### src/rtl/gpi_debounce.sv
// Memory-mapped general-purpose input block: per-pin 2-flop synchronizer and
// debounce filter, programmable edge detection into a sticky W1C pending register.

module gpi_debounce_bit #(
  parameter int DB_CYCLES = 4
) (
  input  logic clk,
  input  logic reset,
  input  logic i_pin,
  output logic o_stable
);

  localparam int CW = (DB_CYCLES < 1) ? 1 : $clog2(DB_CYCLES + 1);
  localparam logic [CW-1:0] CNT_LAST = CW'(DB_CYCLES - 1);

  logic          r_s1;
  logic          r_s2;
  logic          r_stable;
  logic [CW-1:0] r_cnt;

  // NOTE: sequential state uses non-blocking assignments so every flop samples
  // the pre-edge value of its neighbours; blocking here would collapse the
  // synchronizer chain into a single flop.
  always_ff @(posedge clk) begin
    if (reset) begin
      r_s1     <= 1'b0;
      r_s2     <= 1'b0;
      r_stable <= 1'b0;
      r_cnt    <= '0;
    end else begin
      r_s1 <= i_pin;
      r_s2 <= r_s1;
      if (r_s2 == r_stable) begin
        r_cnt <= '0;
      end else if (r_cnt == CNT_LAST) begin
        r_stable <= r_s2;
        r_cnt    <= '0;
      end else begin
        r_cnt <= r_cnt + CW'(1);
      end
    end
  end

  assign o_stable = r_stable;

endmodule

module gpi_debounce #(
  parameter int WIDTH     = 8,
  parameter int DB_CYCLES = 4
) (
  input  logic             clk,
  input  logic             reset,
  input  logic             cs,
  input  logic             wr,
  input  logic [31:0]      addr,
  input  logic [31:0]      wdata,
  output logic [31:0]      rdata,
  input  logic [WIDTH-1:0] gpi,
  output logic             irq
);

  localparam logic [1:0] OFF_IDR  = 2'd0;
  localparam logic [1:0] OFF_IER  = 2'd1;
  localparam logic [1:0] OFF_ISR  = 2'd2;
  localparam logic [1:0] OFF_EDGE = 2'd3;

  logic [WIDTH-1:0] w_stable;
  logic [WIDTH-1:0] r_prev;
  logic [WIDTH-1:0] r_ier;
  logic [WIDTH-1:0] r_isr;
  logic [WIDTH-1:0] r_edge;

  logic [WIDTH-1:0] w_rise;
  logic [WIDTH-1:0] w_fall;
  logic [WIDTH-1:0] w_ev;
  logic [WIDTH-1:0] w_w1c;
  logic [WIDTH-1:0] w_wdata;
  logic [1:0]       w_off;
  logic             w_wr;
  logic             w_unused;

  for (genvar g = 0; g < WIDTH; g++) begin : g_pin
    gpi_debounce_bit #(.DB_CYCLES(DB_CYCLES)) u_db (
      .clk     (clk),
      .reset   (reset),
      .i_pin   (gpi[g]),
      .o_stable(w_stable[g])
    );
  end

  assign w_off    = addr[3:2];
  assign w_wr     = cs & wr;
  assign w_wdata  = wdata[WIDTH-1:0];
  assign w_unused = &{1'b0, addr, wdata};

  assign w_rise = w_stable & ~r_prev;
  assign w_fall = ~w_stable & r_prev;
  assign w_ev   = (r_edge & w_rise) | (~r_edge & w_fall);
  assign w_w1c  = (w_wr && (w_off == OFF_ISR)) ? w_wdata : '0;

  always_ff @(posedge clk) begin
    if (reset) begin
      r_prev <= '0;
      r_ier  <= '0;
      r_isr  <= '0;
      r_edge <= '0;
    end else begin
      r_prev <= w_stable;
      // A new event outranks a same-cycle clear so no edge is ever lost.
      r_isr  <= (r_isr & ~w_w1c) | w_ev;
      if (w_wr && (w_off == OFF_IER))  r_ier  <= w_wdata;
      if (w_wr && (w_off == OFF_EDGE)) r_edge <= w_wdata;
    end
  end

  assign irq = |(r_isr & r_ier);

  // NOTE: every always_comb output gets a default first so no path leaves it
  // unassigned, which would otherwise infer a latch.
  always_comb begin
    rdata = 32'h0;
    if (cs) begin
      case (w_off)
        OFF_IDR:  rdata = 32'(w_stable);
        OFF_IER:  rdata = 32'(r_ier);
        OFF_ISR:  rdata = 32'(r_isr);
        OFF_EDGE: rdata = 32'(r_edge);
        default:  rdata = 32'h0;
      endcase
    end
  end

endmodule

### config.mk
export PLATFORM = sky130hd
export DESIGN_NAME = gpi_debounce
export DESIGN_NICKNAME = d
export VERILOG_FILES = /design/src/rtl/gpi_debounce.sv
export SDC_FILE = /design/constraint.sdc
export NUM_CORES = 1
export LEC_CHECK = 0
export CORE_MARGIN = 10
export CORE_UTILIZATION = 45
export CTS_CLUSTER_DIAMETER = 40
export DETAILED_ROUTE_END_ITERATION = 8
export HOLD_SLACK_MARGIN = 0.06
export PLACE_DENSITY = 0.89
export SKIP_CTS_REPAIR_TIMING = 1
export SLEW_MARGIN = 15
export SYNTH_ARGS = -nofsm -noshare
export SYNTH_HDL_FRONTEND = slang
export SYNTH_HIERARCHICAL = 1
export SYNTH_SLANG_ARGS = --single-unit
### constraint.sdc
create_clock -name clk -period 2 [get_ports clk]
set_input_delay 0.2 -clock clk [delete_from_list [all_inputs] [get_ports clk]]
set_output_delay 0.2 -clock clk [all_outputs]
set_load 0.02 [all_outputs]
==> metrics.csv, run 1 <==
stage,metric,value,unit
drt,drc,0,
clocking,clkTransAtPathRegs,0.08,ns
floorplan,die_area,11400,sq um
synthesis,synth-main-ff-cell,dfxtp_1,
place,place.gp.congestion,0.793,
layout,ff_latch_area,1600,sq um
sta,finalCritPeriodShare,0.940,
global_routing,first_global_vias,2420,
synthesis,syn_inst,331,
clocking,cts_inserted_buffers,9,
clocking,clk_latency,0.35,ns
floorplan,start_util,0.465,
floorplan,io_pins,109,
drt,num_vias,2382,
pwr,ir_drop,0.324,mV
pwr,powerDensity,728,nW/um^2
place,port_buffers,30,
drt,wl,6.53,mm
layout,final_util,0.546,
outcome,outcome,finished clean,
layout,fin_nets,463,
synthesis,syn_avg_cell_area,10.2,sq um
synthesis,synth.yosys.seq_area_share,0.475,
critical_path,crit_chain,"a22oi_1, nand4_1, clkdlybuf4s50_1",
layout,antenna_cells,0,
drt,drtPass1Iterations,5,
drt,vias_per_cell,5.01,
critical_path,cpLargestDelayFamily,buffers and inverters,
critical_path,critPathSlowestCell,clkdlybuf4s50_1,
global_routing,grt_pass1_wl,10.8,mm
clocking,cts_tree,yes,
critical_path,worst_ep_arrival_time,1.68,ns
critical_path,cp_data_required_time,1.80,ns
critical_path,setup.worst_path.start_class,register,
layout,drive_above_1_share,0.109,
job,maxCapViolCount,0,
floorplan,core-area,7250,sq um
sta,rsz0062_at_grt,no,
critical_path,endpoint_kind,output pin,
global_routing,antenna_found_initial,0,
floorplan,row_count,31,
global_routing,grt_max_degree,81,
global_routing,track_usage,0.116,
critical_path,crit_fanout,3,
place,dp_hpwl,4.59,mm
layout,area_growth,17.5,%
global_routing,grt_overflow,0,
clocking,htreeDepth,3,
sta,skew,0.00546,ns
sta,fmax,0.532,GHz
sta,maxSlewViolCount,0,
synthesis,synth_edf_count,0,
critical_path,cpPeakStageDelay,0.59,ns
floorplan,die_w,107,um
critical_path,crit_buf_inv,1,
synthesis,synth_cell_types,27,
layout,final.fill_count,651,
sta,setup_viol,0,
clocking,cts_buffer_depth,2,
floorplan,die_y,107,um
sta,whs,0.338,ns
drt,wire_per_inst,13.7,um
place,dp_cells,456,
synthesis,synth-seq-cells,80,
hold_path,min_path_type,input port to register,
sta,hold_viol_final,0,
synthesis,netlist_area,3370,sq um
sta,fin_crit,1.88,ns
drt,initialDrtViolationCount,136,
critical_path,path_class,register to output pin,
pwr,static-leakage-power,1.65,nW
clocking,cts_root_buf,clkbuf_8,
layout,multi_input_comb_area,1580,sq um
layout,fin_cells,475,
clocking,clock_sinks,80,
synthesis,ys_async_sr_fraction,0,
drt,antenna_left,0,
synthesis,ys_warn_count,6,
-- cell type report --
cell class / instances / area share
timing repair buffer: 38 / 0.108
tap: 99 / 0.0313
multi-input combinational: 226 / 0.398
clock buffer: 11 / 0.0357
inverter: 16 / 0.0152
sequential: 80 / 0.404
clock inverter: 5 / 0.00789
-- cells in the final DEF (no fill, tap or decap) --
cell type,n
clkinv_2,3
conb_1,24
dfxtp_1,80
nand2_1,32
a22oi_1,4
inv_1,16
xnor2_1,8
and4b_2,1
clkbuf_8,10
nor4b_2,8
and2_1,8
and3b_1,8
inv_6,1
clkinvlp_4,1
nor2_1,16
and4_2,1
nand4b_1,2
mux4_2,7
mux2i_1,8
a21oi_1,32
ha_1,16
clkbuf_1,1
mux4_1,1
clkdlybuf4s50_1,20
buf_4,4
buf_12,4
nor4_1,16
o21ai_0,8
buf_2,1
nor2b_1,24
nand4_1,2
dlymetal6s2s_1,9
-- worst reg2reg max path, stage by stage, from the launching register on --
cell	delay, ns
dfxtp_1	0.32
ha_1	0.20
ha_1	0.24
nor4_1	0.31
-- cell usage after synthesis (5+ instances only) --
| cell type | n | share of area |
|---|---|---|
| nor2_1 | 16 | 0.018 |
| and2_1 | 8 | 0.015 |
| o21ai_0 | 8 | 0.012 |
| xnor2_1 | 8 | 0.021 |
| and3b_1 | 8 | 0.021 |
| ha_1 | 16 | 0.059 |
| nor4_1 | 16 | 0.030 |
| dfxtp_1 | 80 | 0.47 |
| buf_4 | 24 | 0.053 |
| nor4b_2 | 8 | 0.036 |
| a21oi_1 | 32 | 0.047 |
| inv_1 | 16 | 0.018 |
| nand2_1 | 32 | 0.036 |
| mux4_2 | 7 | 0.047 |
| clkbuf_1 | 5 | 0.0056 |
| mux2i_1 | 8 | 0.024 |
| nor2b_1 | 24 | 0.045 |
-- logic make-up (layout without fill, tap and decap cells) --
family                     after synthesis  count (layout)  share of synthesized area
and+or+nand+nor                        118             118                      0.214
xor gates and xnor gates                 8               8                     0.0208
muxes                                   16              16                     0.0783
adders and majority gates               16              16                     0.0594
other                                    1              24                    0.00111
DFF                                     80              80                      0.475
AOI/OAI and AO/OA                       44              44                     0.0683
buffers and inverters                   48              70                     0.0831
-- per-stage QoR --
stage	cell area, sq um	worst slack (ns)	setup TNS, ns	total power (W)
3_5_place_dp	3740	-0.325	-2.40	0.00188
4_1_cts	3920	-0.327	-2.41	0.00290
3_3_place_gp	3740	-0.315	-2.32	0.00187
6_report	3960	0.119	0	0.00288
2_1_floorplan	3460	0.757	0	0.00181
5_1_grt	3960	0.0461	0	0.00299
-- final timing paths --
kind                           from                endpoint  slack (ns)  depth (start not counted)
max                        r_ier[4]                     irq        0.12                          3
min                           reset      g_pin[6].u_db/r_s1        0.34                          3
max reg2reg  g_pin[7].u_db/r_cnt[0]  g_pin[7].u_db/r_cnt[0]        0.82                          3
min reg2reg  g_pin[5].u_db/r_cnt[0]  g_pin[5].u_db/r_cnt[0]        0.43                          1
-- where the power goes --
part | switching [W] | total, W | leakage, nW | internal, W
sequential | 0.0000140 | 0.00163 | 0.649 | 0.00162
clock | 0.000556 | 0.00104 | 0.0895 | 0.000482
combinational | 0.000122 | 0.000212 | 0.908 | 0.0000901
-- layer usage --
layer  vias to the layer above  global-route usage  routed length [um]
met4                         0              0.0397                  96
met3                         9              0.0513                 451
met1                      1131               0.124                2750
li1                       1178                   -                   -
met5                         -                   0                   0
met2                        64               0.198                3230
-- sequential cells by signal, summed over array words and instances, names as in the netlist --
| signal | cells |
|---|---|
| r_edge | 8 |
| r_ier | 8 |
| g_pin.u_db/o_stable | 8 |
| r_prev | 8 |
| r_isr | 8 |
| g_pin.u_db/r_cnt | 24 |
| g_pin.u_db/r_s1 | 8 |
| g_pin.u_db/r_s2 | 8 |
Power figures use the tool's default switching activity.
==> inputs of run 2 (changes only) <==
Settings changed: GPL_ROUTABILITY_DRIVEN set to 1.
Clock period 2 ns to 2.1 ns, I/O delays scaled along.
==> run 2 against run 1 <==
Die area stayed put. Worst hold slack better by 0.015 ns. Final area rose by 0.88%. Sequential share of layout area fell by 0.35 points. Critical path type is now input port to output pin.
==> metrics.csv, run 2 (same netlist as run 1, synthesis figures left out) <==
stage,metric,value,unit,change
sta,setup_viol,0,,unchanged
clocking,htreeDepth,3,,unchanged
critical_path,path_class,input port to output pin,,
layout,fin_cells,471,,-0.84%
sta,skew,0.00723,ns,+0.00178 ns
drt,top_layer_used,met4,,
drt,wl_met1,2.71,mm,-1.4%
place,dp_cells,455,,-0.22%
drt,wire_per_inst,13.9,um,+1.3%
clocking,cts_buffer_depth,2,,unchanged
sta,finalCritPeriodShare,0.956,,
outcome,outcome,finished clean,,
drt,wl,6.56,mm,+0.43%
critical_path,cp_data_required_time,1.89,ns,+0.09 ns
job,maxCapViolCount,0,,unchanged
place,dp_hpwl,4.40,mm,-4.2%
floorplan,io_pins,109,,unchanged
clocking,clock_sinks,80,,unchanged
global_routing,grt_overflow,0,,unchanged
layout,largest-register,g_pin.u_db/r_cnt,,
drt,antenna_left,0,,unchanged
clocking,cts_inserted_buffers,9,,unchanged
clocking,cts_tree,yes,,
pwr,p_sw_frac,0.218,,-0.0222
floorplan,start_util,0.465,,unchanged
floorplan,die_y,107,um,unchanged
pwr,internal_power,0.00245,W,+12%
drt,drtPass1Iterations,4,,-1
hold_path,hp-start,reset,,
place,place.gp.congestion,0.767,,-3.2%
sta,whs,0.353,ns,+0.0146 ns
drt,vias_per_cell,4.94,,-1.5%
floorplan,row_count,31,,unchanged
floorplan,die_area,11400,sq um,unchanged
pwr,p_total,0.00313,W,+8.6%
layout,largest_reg_flops,24,,unchanged
pwr,static-leakage-power,1.65,nW,unchanged
layout,area_growth,18.6,%,
critical_path,crit_fanout,12,,+9
drt,wl_met3,452,um,+0.22%
pwr,combPwrFrac,0.062,,-0.012
layout,drive_above_1_share,0.102,,-0.00689
drt,wl_met2,3.31,mm,+2.3%
global_routing,first_global_vias,2372,,-2.0%
floorplan,die_w,107,um,unchanged
layout,antenna_cells,0,,unchanged
drt,initialDrtViolationCount,168,,+24%
clocking,clk_latency,0.35,ns,about the same
global_routing,antenna_found_initial,0,,unchanged
pwr,p_switching,0.000683,W,-1.4%
drt,num_vias,2326,,-2.4%
place,post-place-ws,-0.254,ns,+0.0707 ns
clocking,cts_root_buf,clkbuf_8,,
critical_path,endpoint_kind,output pin,,
pwr,pwr-share-clk,0.441,,+0.081
sta,tns,0,ns,unchanged
global_routing,grt_pass1_wl,10.8,mm,+0.45%
sta,fin_crit,2.01,ns,
critical_path,crit_start,addr[3],,
layout,final_common_cell,dfxtp_1,,
sta,rsz0062_at_grt,no,,
sta,fmax,0.498,GHz,
drt,drc,0,,unchanged
layout,final_cell_mix,"dfxtp_1 (80), nand2_1 (32), a21oi_1 (32), nor2b_1 (24), conb_1 (24)",,
hold_path,min_path_type,input port to register,,
sta,maxSlewViolCount,0,,unchanged
critical_path,setup.worst_path.start_class,input port,,
pwr,ir_drop,0.548,mV,+69%
critical_path,worst_ep_arrival_time,1.80,ns,+0.12 ns
clocking,clkTransAtPathRegs,0.07,ns,about the same
layout,fin_nets,459,,-0.86%
sta,setup_ws,0.0924,ns,-0.0267 ns
critical_path,rr_startpoint,g_pin[7].u_db/r_cnt[0],,
global_routing,grt_max_degree,81,,unchanged
floorplan,core-area,7250,sq um,unchanged
sta,hold_viol_final,0,,unchanged
place,port_buffers,30,,unchanged
pwr,powerDensity,783,nW/um^2,+7.6%
pwr,p_seq_frac,0.496,,-0.070
global_routing,track_usage,0.118,,+0.00207
==> run 2: changes by cell type in the layout (fill, tap and decap cells not counted) <==
cell	previous run	this run
clkdlybuf4s50_1	20	21
clkinv_2	3	0
bufinv_16	0	3
buf_4	4	1
dlymetal6s2s_1	9	8
buf_12	4	3
clkbuf_1	1	0
clkinv_4	0	1
==> run 2: layout make-up <==
type	count	area [sq um]
repair buffers	34	383
well taps	99	124
multi-input cells	226	1580
flip-flops and latches	80	1600
clock inverters	6	115
fillers	625	3260
inverters	16	60.1
clock buffers	10	138
==> run 2: power by group through the flow <==
| stage | registers, W | clock network (W) | logic [W] |
|---|---|---|---|
| after floorplan | 0.00159 | 0 | 0.000140 |
| after global placement | 0.00159 | 0 | 0.000188 |
| after detailed placement | 0.00159 | 0 | 0.000192 |
| after CTS | 0.00155 | 0.00141 | 0.000193 |
| after global routing | 0.00156 | 0.00148 | 0.000212 |
| final | 0.00155 | 0.00138 | 0.000195 |
==> run 2: routing by layer <==
metal / up-vias / global-route usage
met2: 72 / 0.204
met4: 0 / 0.0484
li1: 1167 / -
met1: 1079 / 0.122
met3: 8 / 0.0519
met5: - / 0
==> run 2: worst max-delay path, cell delays in order <==
cell             delay (ns)
clkdlybuf4s50_1        0.54
buf_12                 0.17
mux4_2                 0.48
and2_1                 0.18
dlymetal6s2s_1         0.21
==> run 2: final timing paths <==
path / to / slack (ns) / cells past startpoint
max: rdata[0] / 0.09 / 5
min: g_pin[6].u_db/r_s2 / 0.35 / 3
max reg2reg: g_pin[7].u_db/r_cnt[2] / 0.91 / 3
min reg2reg: g_pin[5].u_db/r_cnt[0] / 0.43 / 1
==> run 2: per-stage QoR <==
step	utilization	area, sq um
2_1_floorplan	-	3460
3_3_place_gp	0.514	3720
3_5_place_dp	0.514	3720
4_1_cts	0.548	3980
5_1_grt	0.551	4000
6_report	0.551	4000
